[src/rtl/counter_scoreboard.sv]
// ---------------------------------------------------------------------------
// counter_scoreboard
//
// Purpose
//   Cycle-accurate checker for the counter DUT. It sits beside the counter-env
//   monitor and samples the same stimulus the DUT sees (enable/load/data) along
//   with the DUT response (count/even). It runs its own reference counter,
//   compares every cycle once armed, and reports mismatches, error and compare
//   totals, and an overall pass/fail status.
//
// Parameters
//   WIDTH     counter/data width in bits
//   MAX_ERRS  error count at which the block latches FAILED
//   CHK_W     width of the checked-cycle counter
//
// Ports
//   clk_i        in   sampling clock, shared with the DUT
//   rst_n_i      in   asynchronous active-low reset, shared with the DUT
//   enable_i     in   DUT enable (sampled)
//   load_i       in   DUT load (sampled)
//   data_i       in   DUT load data (sampled)
//   count_i      in   DUT count output
//   even_i       in   DUT even output
//   exp_count_o  out  reference-model count
//   mismatch_o   out  one-cycle pulse: the previous cycle's compare failed
//   err_cnt_o    out  mismatches seen, saturating at MAX_ERRS
//   chk_cnt_o    out  compares performed, saturating at all-ones
//   state_o      out  2'b00 ARM, 2'b01 CHECK, 2'b10 FAILED
//   pass_o       out  high while in CHECK with no errors recorded
//
// Optional feature (macro COUNTER_SB_CAPTURE_EN)
//   Adds first_exp_o, first_act_o, first_cyc_o and first_vld_o. The first
//   mismatch after reset latches the expected count, the observed count and
//   the compare index (chk_cnt_o before it advances); later mismatches leave
//   the capture untouched until the next reset.
// ---------------------------------------------------------------------------
module counter_scoreboard #(
    parameter int WIDTH    = 4,
    parameter int MAX_ERRS = 15,
    parameter int CHK_W    = 16
) (
    input  logic                              clk_i,
    input  logic                              rst_n_i,
    input  logic                              enable_i,
    input  logic                              load_i,
    input  logic [WIDTH-1:0]                  data_i,
    input  logic [WIDTH-1:0]                  count_i,
    input  logic                              even_i,
    output logic [WIDTH-1:0]                  exp_count_o,
    output logic                              mismatch_o,
    output logic [$clog2(MAX_ERRS+1)-1:0]     err_cnt_o,
    output logic [CHK_W-1:0]                  chk_cnt_o,
    output logic [1:0]                        state_o,
    output logic                              pass_o
`ifdef COUNTER_SB_CAPTURE_EN
   ,output logic [WIDTH-1:0]                  first_exp_o,
    output logic [WIDTH-1:0]                  first_act_o,
    output logic [CHK_W-1:0]                  first_cyc_o,
    output logic                              first_vld_o
`endif
);

    localparam int               EW      = $clog2(MAX_ERRS + 1);
    localparam logic [EW-1:0]    ERR_MAX = EW'(MAX_ERRS);
    localparam logic [CHK_W-1:0] CHK_MAX = '1;

    typedef enum logic [1:0] {
        ST_ARM    = 2'b00,
        ST_CHECK  = 2'b01,
        ST_FAILED = 2'b10
    } state_e;

    state_e           state_q, state_d;
    logic [WIDTH-1:0] exp_q,   exp_d;
    logic             mismatch_q, mismatch_d;
    logic [EW-1:0]    err_q,   err_d;
    logic [CHK_W-1:0] chk_q,   chk_d;

    logic             compare_en;
    logic             miss;

    // -----------------------------------------------------------------------
    // Reference counter. It runs in every state, including ARM, so that it
    // tracks the DUT from the very first edge after reset release.
    // -----------------------------------------------------------------------
    always_comb begin
        exp_d = exp_q;
        if (load_i) begin
            exp_d = data_i;                    // load beats enable
        end else if (enable_i) begin
            exp_d = exp_q + WIDTH'(1);         // natural wrap at 2^WIDTH
        end
    end

    // Case inequality so that an X/Z on the DUT outputs is a mismatch rather
    // than silently matching.
    always_comb begin
        miss = (count_i !== exp_q) || (even_i !== ~exp_q[0]);
    end

    // -----------------------------------------------------------------------
    // Compare bookkeeping
    // -----------------------------------------------------------------------
    always_comb begin
        mismatch_d = compare_en & miss;

        chk_d = chk_q;
        if (compare_en && (chk_q != CHK_MAX)) begin
            chk_d = chk_q + CHK_W'(1);
        end

        err_d = err_q;
        if (compare_en && miss && (err_q != ERR_MAX)) begin
            err_d = err_q + EW'(1);
        end
    end

    always_ff @(posedge clk_i or negedge rst_n_i) begin
        if (!rst_n_i) begin
            exp_q      <= '0;
            mismatch_q <= 1'b0;
            err_q      <= '0;
            chk_q      <= '0;
        end else begin
            exp_q      <= exp_d;
            mismatch_q <= mismatch_d;
            err_q      <= err_d;
            chk_q      <= chk_d;
        end
    end

    // -----------------------------------------------------------------------
    // FSM: state register
    // -----------------------------------------------------------------------
    always_ff @(posedge clk_i or negedge rst_n_i) begin
        if (!rst_n_i) begin
            state_q <= ST_ARM;
        end else begin
            state_q <= state_d;
        end
    end

    // FSM: next state. FAILED is entered on the same edge that the error
    // counter lands on MAX_ERRS, so the two are never seen out of step.
    always_comb begin
        state_d = state_q;
        unique case (state_q)
            ST_ARM:    state_d = ST_CHECK;
            ST_CHECK:  if (err_d == ERR_MAX) state_d = ST_FAILED;
            ST_FAILED: state_d = ST_FAILED;
            default:   state_d = ST_ARM;
        endcase
    end

    // FSM: outputs. ARM is a one-cycle settle state with no compare; both the
    // DUT and the model hold 0 across it.
    always_comb begin
        compare_en = 1'b0;
        pass_o     = 1'b0;
        unique case (state_q)
            ST_ARM:    compare_en = 1'b0;
            ST_CHECK: begin
                compare_en = 1'b1;
                pass_o     = (err_q == '0);
            end
            ST_FAILED: compare_en = 1'b1;
            default:   compare_en = 1'b0;
        endcase
    end

    assign exp_count_o = exp_q;
    assign mismatch_o  = mismatch_q;
    assign err_cnt_o   = err_q;
    assign chk_cnt_o   = chk_q;
    assign state_o     = state_q;

`ifdef COUNTER_SB_CAPTURE_EN
    // -----------------------------------------------------------------------
    // First-mismatch capture
    // -----------------------------------------------------------------------
    logic [WIDTH-1:0] first_exp_q, first_exp_d;
    logic [WIDTH-1:0] first_act_q, first_act_d;
    logic [CHK_W-1:0] first_cyc_q, first_cyc_d;
    logic             first_vld_q, first_vld_d;

    always_comb begin
        first_exp_d = first_exp_q;
        first_act_d = first_act_q;
        first_cyc_d = first_cyc_q;
        first_vld_d = first_vld_q;
        if (compare_en && miss && !first_vld_q) begin
            first_exp_d = exp_q;
            first_act_d = count_i;
            first_cyc_d = chk_q;               // index of the failing compare
            first_vld_d = 1'b1;
        end
    end

    always_ff @(posedge clk_i or negedge rst_n_i) begin
        if (!rst_n_i) begin
            first_exp_q <= '0;
            first_act_q <= '0;
            first_cyc_q <= '0;
            first_vld_q <= 1'b0;
        end else begin
            first_exp_q <= first_exp_d;
            first_act_q <= first_act_d;
            first_cyc_q <= first_cyc_d;
            first_vld_q <= first_vld_d;
        end
    end

    assign first_exp_o = first_exp_q;
    assign first_act_o = first_act_q;
    assign first_cyc_o = first_cyc_q;
    assign first_vld_o = first_vld_q;
`endif

endmodule

[config.mk]
export PLATFORM = sky130hd
export DESIGN_NAME = counter_scoreboard
export DESIGN_NICKNAME = d
export VERILOG_FILES = /design/src/rtl/counter_scoreboard.sv
export SDC_FILE = /design/constraint.sdc
export NUM_CORES = 1
export LEC_CHECK = 0
export BUFFER_PORTS_ARGS = -buffer_cell sky130_fd_sc_hd__buf_2
export CORE_MARGIN = 4
export CORE_UTILIZATION = 54
export DETAILED_ROUTE_END_ITERATION = 8
export PLACE_DENSITY = 0.92
export SLEW_MARGIN = 20
export SYNTH_ARGS = -nofsm -noshare
export SYNTH_HDL_FRONTEND = slang
export SYNTH_SLANG_ARGS = --single-unit
[constraint.sdc]
create_clock -name clk_i -period 5.9 [get_ports clk_i]
set_clock_uncertainty 0.2 [all_clocks]
set_input_delay 0 -clock clk_i [delete_from_list [all_inputs] [get_ports clk_i]]
set_output_delay 0 -clock clk_i [all_outputs]
set_load 0.01 [all_outputs]
=== Word-level counts from Yosys, hierarchy flattened ===
Index checks and enable logic that the tools add are counted.

* Add/subtract/negate cells: 3
* Equal/unequal tests: 8
* Mux-type cells: 7
* Bitwise gates (word level): 2
* Reduce and logical (&&, ||, !) cells: 8

{| class="wikitable"
|+ Operators by type and width
! cell !! count
|-
| adder 16 x 1 -> 16 bit (second input constant) || 1
|-
| inequality test 16 bit (second input constant) || 1
|-
| two-way mux 4 bit || 3
|-
| adder 4 x 1 -> 4 bit (second input constant) || 2
|-
| one-hot mux 2 bit (3 select lines) || 1
|-
| equality test 4 bit (second input constant) || 1
|-
| zero test 4 bit || 1
|-
| inequality test 4 bit (second input constant) || 1
|-
| case inequality test 4 bit || 1
|-
| logical AND 1 bit || 3
|-
| equality test 2 x 1 -> 1 bit (second input constant) || 1
|-
| equality test 2 bit (second input constant) || 1
|-
| zero test 2 bit || 1
|-
| two-way mux 1 bit || 2
|-
| two-way mux 2 bit || 1
|-
| inequality test 2 bit (second input constant) || 1
|-
| nonzero test 2 bit || 1
|-
| OR reduction 2 bit || 1
|-
| bitwise AND 1 bit || 1
|-
| logical OR 1 bit || 1
|-
| case inequality test 1 bit || 1
|-
| NOT 1 bit || 1
|}

* Register bits: 27
* Word-level logic and storage cells: 33

=== Logic depth before layout (Yosys ltp) ===
Gate-level depths: netlist of the first run.

* Depth after elaboration: 9
* Mapped depth: 7

=== Worst setup path after synthesis of the first run ===
OpenSTA, ideal clock, no wires.

* Path kind: register to register
* From: reg exp_q[0] (netlist: exp_count_o[0])
* To: reg state_q[0] (netlist: state_o[0])
* Setup time: 125 ps
* Arrival time: 1813 ps
* Required time: 5575 ps
* Path slack: 3762 ps
* Stages on the path, launching flop included: 7
* Path buffers: 0
* Cells stage by stage: dfrtp_1 > and3b_1 > o2111ai_2 > nand3_2 > mux2_4 > a41o_1 > mux2_4

* Longest elaborated chain between the ends: 8
* Elaborated cells between the ends (all ways): 9

{| class="wikitable"
|+ RTL lines
! element !! RTL line !! RTL
|-
| from (decl) || 74 || <nowiki>logic [WIDTH-1:0] exp_q, exp_d;</nowiki>
|-
| from (signal assigned) || 125 || <nowiki>exp_q <= exp_d;</nowiki>
|-
| branches (longest 2 deep; another with case inequality test 4 bit) || -- ||
|-
| logical OR 1 bit (*) || 98 || <nowiki>miss = (count_i !== exp_q) || (even_i !== ~exp_q[0]);</nowiki>
|-
| logical AND 1 bit (*) (2 in series) || 113 || <nowiki>if (compare_en && miss && (err_q != ERR_MAX)) begin</nowiki>
|-
| two-way mux 4 bit (*) || 113 ||
|-
| via err_d[1] || 76 || <nowiki>logic [EW-1:0] err_q, err_d;</nowiki>
|-
| equality test 4 bit (*) || 149 || <nowiki>ST_CHECK: if (err_d == ERR_MAX) state_d = ST_FAILED;</nowiki>
|-
| inequality test 2 bit (no source line) (*) || -- ||
|-
| to (signal assigned) || 139 || <nowiki>state_q <= state_d;</nowiki>
|-
| to (decl) || 73 || <nowiki>state_e state_q, state_d;</nowiki>
|}

Mark *: on every way through the listed nets, which the timed path passes.
A chain may end at the register's enable or synchronous reset.

=== Worst setup path after layout of the first run ===
* From: reg state_q[0] (netlist: state_o[0])
* To: reg chk_q[15] (netlist: chk_cnt_o[15])

* Longest elaborated chain between the ends: 4
* Elaborated cells between the ends (all ways): 5

{| class="wikitable"
|+ RTL lines
! element !! RTL line !! RTL
|-
| equality test 2 x 1 -> 1 bit or equality test 2 bit (tied branches) || 160 || <nowiki>unique case (state_q)</nowiki>
|-
| OR reduction 2 bit (no source line) (*) || -- ||
|-
| two-way mux 1 bit (*) || 160 ||
|-
| logical AND 1 bit (*) || 108 || <nowiki>if (compare_en && (chk_q != CHK_MAX)) begin</nowiki>
|-
| to (signal assigned) || 128 || <nowiki>chk_q <= chk_d;</nowiki>
|-
| to (decl) || 77 || <nowiki>logic [CHK_W-1:0] chk_q, chk_d;</nowiki>
|}

Mark *: on every way between the ends. The rest lies on a longest branch, timed or not.

==> key figures, run 1 <==
Placement
  – PortBufs: 40
  – Gp weighted congestion: 0.805
  – Cell area after placement: 0.00157 mm^2
  – DP HPWL: 2.23 mm
  – Cells after DPL: 186

Synth
  – Synth area leader: dfrtp_1
  – Mux cell area share after synthesis: 5.41%
  – Syn nets: 138
  – Netlist Area Pre-Place: 0.00134 mm^2
  – Post-Synth Adder-Cell Area: 5.59%
  – Mapped Cells: 119
  – Seq/Total Area, Yosys: 50.3%
  – Syn Area/Cell: 11.3 um^2
  – Compound-cell area share of the yosys netlist: 7.46%
  – FF+latch count, synth: 27
  – Top-area cell type share of the netlist area: 50.3%
  – Post-synth EDFFs: 0
  – Synth Area in XOR/XNOR: 13.0%
  – Syn. warnings: 0
  – Asr flop ratio synth: 100%
  – Largest family of logic cells by synthesized area: simple AND/OR/NAND/NOR gates
  – Synth unique cells: 31
  – Synth Area in Simple Gates: 15.6%
  – Top FF cell, synth: dfrtp_1
  – Top post-synthesis cells by area: dfrtp_1, xnor2_1, ha_1

Timing
  – FMAX: 429 MHz
  – RSZ-0062 raised after global routing: false
  – Final Setup Violations: 0
  – Final min period: 2.33 ns
  – Slew headroom: 54.1%
  – Setup TNS: 0 ns
  – Final hold slack: 0.0165 ns
  – Final Max Tran Viols: 0
  – Fin crit share: 39.5%
  – Final hold violation count: 0
  – Worst-Margin Slew: 0.686 ns

Run
  – Max Cap Violations: 0

Critical path
  – Crit path cell chain: inv_1, ha_1, nand4_1, nor3_1, nand4_1, xnor2_1
  – Startpoint types: register
  – Critical path class: reg -> reg
  – Critical Path RT: 5.94 ns
  – WP data arrival: 2.37 ns
  – Critical Path Fanout Max: 5
  – CP max-delay cell: nor3_1
  – Crit path buf inv count: 1
  – Critical Path End Type: register
  – Critical path's most frequent cell: nand4_1
  – Slowest stage delay, CP: 0.55 ns
  – CP delay by family, top: simple AND/OR/NAND/NOR gates

Route
  – Vias post-DR: 1183
  – DRT Pass-1 Iters: 4
  – WL/cell: 16.8 um
  – DR iter-0 viols: 48
  – Residual DRC count: 0
  – ANT nets after route: 0
  – Vias/cell: 5.77
  – Drt total wl: 3.45 mm

Finish
  – Antenna Cells: 0
  – Most frequent cells in the layout: buf_2, dfrtp_1, xnor2_1, dlygate4sd3_1, nand2_1
  – Share of cells above drive strength 1: 28.2%
  – P&R area growth vs syn: 30.4%
  – Most common cell after layout, fill and taps aside: buf_2
  – Fin nets: 197
  – Footprint of the multi-input gates: 632 um^2
  – Final std cells w/o fill: 205
  – Post-route cell area: 0.00175 mm^2
  – Sequential Area: 676 um^2
  – Fillers: 155

Power and ir drop
  – Overall Power: 0.435 mW
  – Pwr Density: 249 mW/mm^2
  – Static Leak: 0.830 nW
  – Worst vdd ir: 0.231 mV

Clocking
  – Clk_lat worst skew: 0.32 ns
  – Postcts setup bufs: 0
  – Clock transition at path regs: 0.14 ns
  – Hold Buf Count CTS: 15
  – Sink Count: 27
  – Cts repair resizes: 0
  – CTS tree: built
  – Clock Path Buffers: 2
  – Root Buffer: clkbuf_4
  – CTS buffer count: 3
  – H-tree levels: 1

Floorplan
  – # IOs: 41
  – Core area: 0.00230 mm^2
  – Chip height: 57.9 um
  – Row count: 17
  – Initial core utilization: 58.4%
  – Die area: 0.00335 mm^2
  – Die width: 57.9 um

GRT
  – GRT overflow: 0
  – Vias in the first global route: 1238
  – Total track usage: 22.6%
  – Initial antenna violation count: 0
  – Maximum number of pins on one net before global-route repair: 16
  – First-pass GRT wire length: 5.73 mm

Min path
  – HP Class: in -> reg

Outcome
  – Outcome: finished, final reports clean
==> cell usage after synthesis, types with 2 or more instances <==
| cell type | instances |
|---|---|
| mux2_4 | 2 |
| nand4_1 | 8 |
| o21ai_0 | 3 |
| nor2_1 | 2 |
| nand2_1 | 10 |
| inv_1 | 8 |
| nor3_1 | 4 |
| xnor2_1 | 17 |
| a21oi_1 | 2 |
| ha_1 | 6 |
| o41ai_1 | 2 |
| xor2_1 | 3 |
| a41oi_1 | 2 |
| dfrtp_1 | 27 |
| nand3_1 | 6 |
| mux2i_1 | 2 |
==> cell families (layout without fill, tap and decap cells) <==
family | count (synthesis) | count (layout)
AO/OA/AOI/OAI | 13 | 13
XOR/XNOR | 20 | 20
adder cells (fa/ha/maj) | 6 | 6
buffers and inverters | 9 | 67
flip-flops | 27 | 27
multiplexers | 6 | 6
AND/OR/NAND/NOR | 38 | 38
==> layer usage <==
| metal | vias up | GRT usage, % | wire length [um] |
|---|---|---|---|
| met2 | 61 | 38.7 | 1750 |
| li1 | 538 | - | - |
| met5 | - | 0 | 0 |
| met3 | 19 | 3.56 | 212 |
| met4 | 0 | 12.6 | 175 |
| met1 | 565 | 26.9 | 1300 |
==> area by class of cell <==
type	count	area share (%)
well taps	28	2.00
clock buffers	3	1.29
clock inverters	1	0.286
repair buffers	55	20.0
inverters	8	1.72
multi-input cells	83	36.1
flip-flops and latches	27	38.6
==> report_power, final <==
part / leakage [nW] / internal (mW) / switching [mW]
Combinational: 0.479 / 0.0652 / 0.0620
Sequential: 0.333 / 0.203 / 0.0257
Clock: 0.0177 / 0.0254 / 0.0541
Total: 0.830 / 0.293 / 0.142
==> final timing paths <==
path	slack [ns]	cells after the start	from	to
setup reg to reg	3.57	6	state_o[0]	chk_cnt_o[15]
setup / recovery	3.57	6	state_o[0]	chk_cnt_o[15]
hold reg to reg	0.32	1	chk_cnt_o[8]	chk_cnt_o[8]
min in group asynchronous	0.40	3	rst_n_i	mismatch_o
hold / removal	0.02	4	count_i[1]	mismatch_o
max in group asynchronous	3.73	4	rst_n_i	chk_cnt_o[2]
==> per-stage QoR <==
step | setup slack (ns) | util, %
final | 3.57 | 76.2
after global routing | 3.50 | 76.2
after CTS | 3.66 | 76.2
after detailed placement | 3.70 | 68.5
after global placement | 3.77 | 68.5
after floorplan | 3.76 | -
==> sequential cells by signal (all words and copies together) (netlist names) <==
name         cells
chk_cnt_o       16
err_cnt_o        4
exp_count_o      4
mismatch_o       1
state_o          2
==> worst register-to-register path, cell delays in order (launching register included) <==
cell and delay (ns):
dfrtp_1 0.44, inv_1 0.06, ha_1 0.37, nand4_1 0.22, nor3_1 0.55, nand4_1 0.19, xnor2_1 0.23
No activity file was read; power rests on OpenSTA's default activity.
==> run 2: changes to the inputs <==
- CORE_UTILIZATION: 54 -> 50
- PLACE_DENSITY: 0.92 -> 0.87
- clock period: 5.9 -> 2.2 ns (I/O delays scaled with it)
==> run 2 against run 1 <==
Critical path type unchanged. Largest cell class is now multi-input gates. Sequential power rose to 2.6 times the previous value. Largest power group unchanged. Via count increased by 0.34%. Register-to-register slack lost 3.5 ns. Count of clock-buffer cells in the layout unchanged. The run now ends with negative hold slack left.
==> key figures, run 2 (synthesis results as in run 1) <==
Finish
  – P&R area growth vs syn: 36.2%
  – Antenna Cells: 0
  – Most common cell after layout, fill and taps aside: buf_2
  – Final std cells w/o fill: 211
  – Fin nets: 201
  – Max FFs per register: 16
  – Post-route cell area: 0.00183 mm^2
  – Most frequent cells in the layout: buf_2, dfrtp_1, xnor2_1, dlygate4sd3_1, nand2_1
  – Share of cells above drive strength 1: 35.4%
  – Fillers: 184

Run
  – Max Cap Violations: 0

Clocking
  – CTS tree: built
  – Root Buffer: clkbuf_4
  – CTS buffer count: 3
  – Clk_lat worst skew: 0.34 ns
  – H-tree levels: 1
  – Clock transition at path regs: 0.16 ns
  – Clock Path Buffers: 2
  – Sink Count: 27

Route
  – WL/cell: 16.6 um
  – Residual DRC count: 0
  – DR iter-0 viols: 59
  – Drt total wl: 3.49 mm
  – ANT nets after route: 0
  – DRT Pass-1 Iters: 4
  – Vias post-DR: 1187
  – Vias/cell: 5.63

Power and ir drop
  – Overall Power: 1.20 mW
  – Pwr Density: 654 mW/mm^2
  – Sw power: 0.391 mW
  – Worst vdd ir: 0.608 mV
  – Sw Share: 32.7%
  – Internal power: 0.804 mW
  – Combinational share of power: 30.5%
  – Clock share of power: 18.9%
  – Flop pwr share: 50.5%
  – Static Leak: 0.869 nW

Timing
  – Final Setup Violations: 0
  – Final hold slack: -0.0236 ns
  – Final worst slack: 0.0283 ns
  – Slew headroom: 61.0%
  – Final min period: 2.17 ns
  – Worst-Margin Slew: 0.584 ns
  – Final hold violation count: 27
  – Final Max Tran Viols: 0
  – Fin crit share: 98.7%
  – FMAX: 460 MHz
  – RSZ-0062 raised after global routing: true

Floorplan
  – Row count: 18
  – Chip height: 59.8 um
  – Die width: 59.8 um
  – Core area: 0.00252 mm^2
  – Die area: 0.00358 mm^2
  – Initial core utilization: 53.2%
  – # IOs: 41

Critical path
  – Critical path class: reg -> reg
  – WP data arrival: 2.21 ns
  – Worst r2r src: exp_count_o[2]
  – Critical Path End Type: register
  – R2R Setup Slk: 0.03 ns
  – Critical Path Fanout Max: 5
  – Startpoint types: register
  – FF-to-FF path depth: 6
  – Critical Path RT: 2.24 ns
  – Reg2reg end: state_o[0]

Placement
  – Cells after DPL: 193
  – Cell area after placement: 0.00161 mm^2
  – Gp weighted congestion: 0.809
  – DP HPWL: 2.27 mm
  – PortBufs: 40
  – Pre-CTS WS: 0.0642 ns

GRT
  – GRT overflow: 0
  – First-pass GRT wire length: 5.18 mm
  – Total track usage: 19.5%
  – Initial antenna violation count: 0
  – Maximum number of pins on one net before global-route repair: 28
  – Vias in the first global route: 1116

Outcome
  – Failing checks: negative hold slack
  – Outcome: finished, violations left

Min path
  – HP Class: in -> async
run 2: changes by cell type in the layout (fill, tap and decap cells not counted), moves of 2 or more:
cell,delta
dlygate4sd3_1,-2
buf_4,+6
dfrtp_1,-2
dfrtp_2,+2
xnor2_1,-3
xnor2_2,+3
run 2: per-stage QoR:
| step | hold slack [ns] | util [%] | TNS (ns) |
|---|---|---|---|
| after floorplan | -0.496 | - | 0 |
| after global placement | -0.167 | 63.9 | 0 |
| after detailed placement | -0.160 | 63.9 | 0 |
| after CTS | 0.0117 | 70.2 | 0 |
| after global routing | 0.0383 | 72.5 | -0.0481 |
| final | -0.0236 | 72.5 | 0 |
run 2: final cells by class:
| class | count | area [um^2] | share of cell area, % |
|---|---|---|---|
| Sequential cell | 27 | 678 | 37.1 |
| Tap cell | 30 | 37.5 | 2.05 |
| Timing Repair Buffer | 59 | 375 | 20.5 |
| Clock inverter | 1 | 5.00 | 0.274 |
| Multi-Input combinational cell | 83 | 679 | 37.2 |
| Clock buffer | 3 | 22.5 | 1.23 |
| Inverter | 8 | 30.0 | 1.64 |
run 2: how the worst max path moves through the flow:
stage,start,to,slack (ns),cells after the start
floorplan,exp_count_o[0],state_o[0],0.06,6
global placement,exp_count_o[0],state_o[0],0.14,6
detailed placement,exp_count_o[0],state_o[0],0.06,6
CTS,exp_count_o[0],state_o[0],0.05,6
global route,exp_count_o[2],state_o[0],-0.05,6
finish,exp_count_o[2],state_o[0],0.03,6
run 2: worst max-delay path, stage by stage (launching register included):
cell and delay (ns):
dfrtp_1 0.49, xnor2_2 0.22, o2111ai_2 0.16, and2_1 0.25
a21o_1 0.19, a41o_1 0.27, mux2_4 0.31
run 2: routing by layer:
layer | track usage, % | vias to the layer above | routed length, um
met5 | 0 | - | 0
met4 | 6.96 | 0 | 137
met3 | 3.24 | 18 | 187
met2 | 33.5 | 45 | 1780
met1 | 24.6 | 580 | 1390
li1 | - | 544 | -
run 2: timing repair:
| action | CTS | global route |
|---|---|---|
| hold buffers | 13 | 0 |
| setup buffers | 0 | 1 |
| endpoints found under the hold margin | 32 | 0 |
| gates resized for setup | 0 | 8 |
| setup endpoints to repair | 0 | 2 |
run 2: power groups by stage:
stage	Clock, mW	Combinational, mW	Sequential (mW)
5_1_grt	0.240	0.401	0.615
6_report	0.226	0.365	0.604
4_1_cts	0.212	0.355	0.598
3_3_place_gp	0	0.312	0.600
3_5_place_dp	0	0.328	0.608
2_1_floorplan	0	0.175	0.627
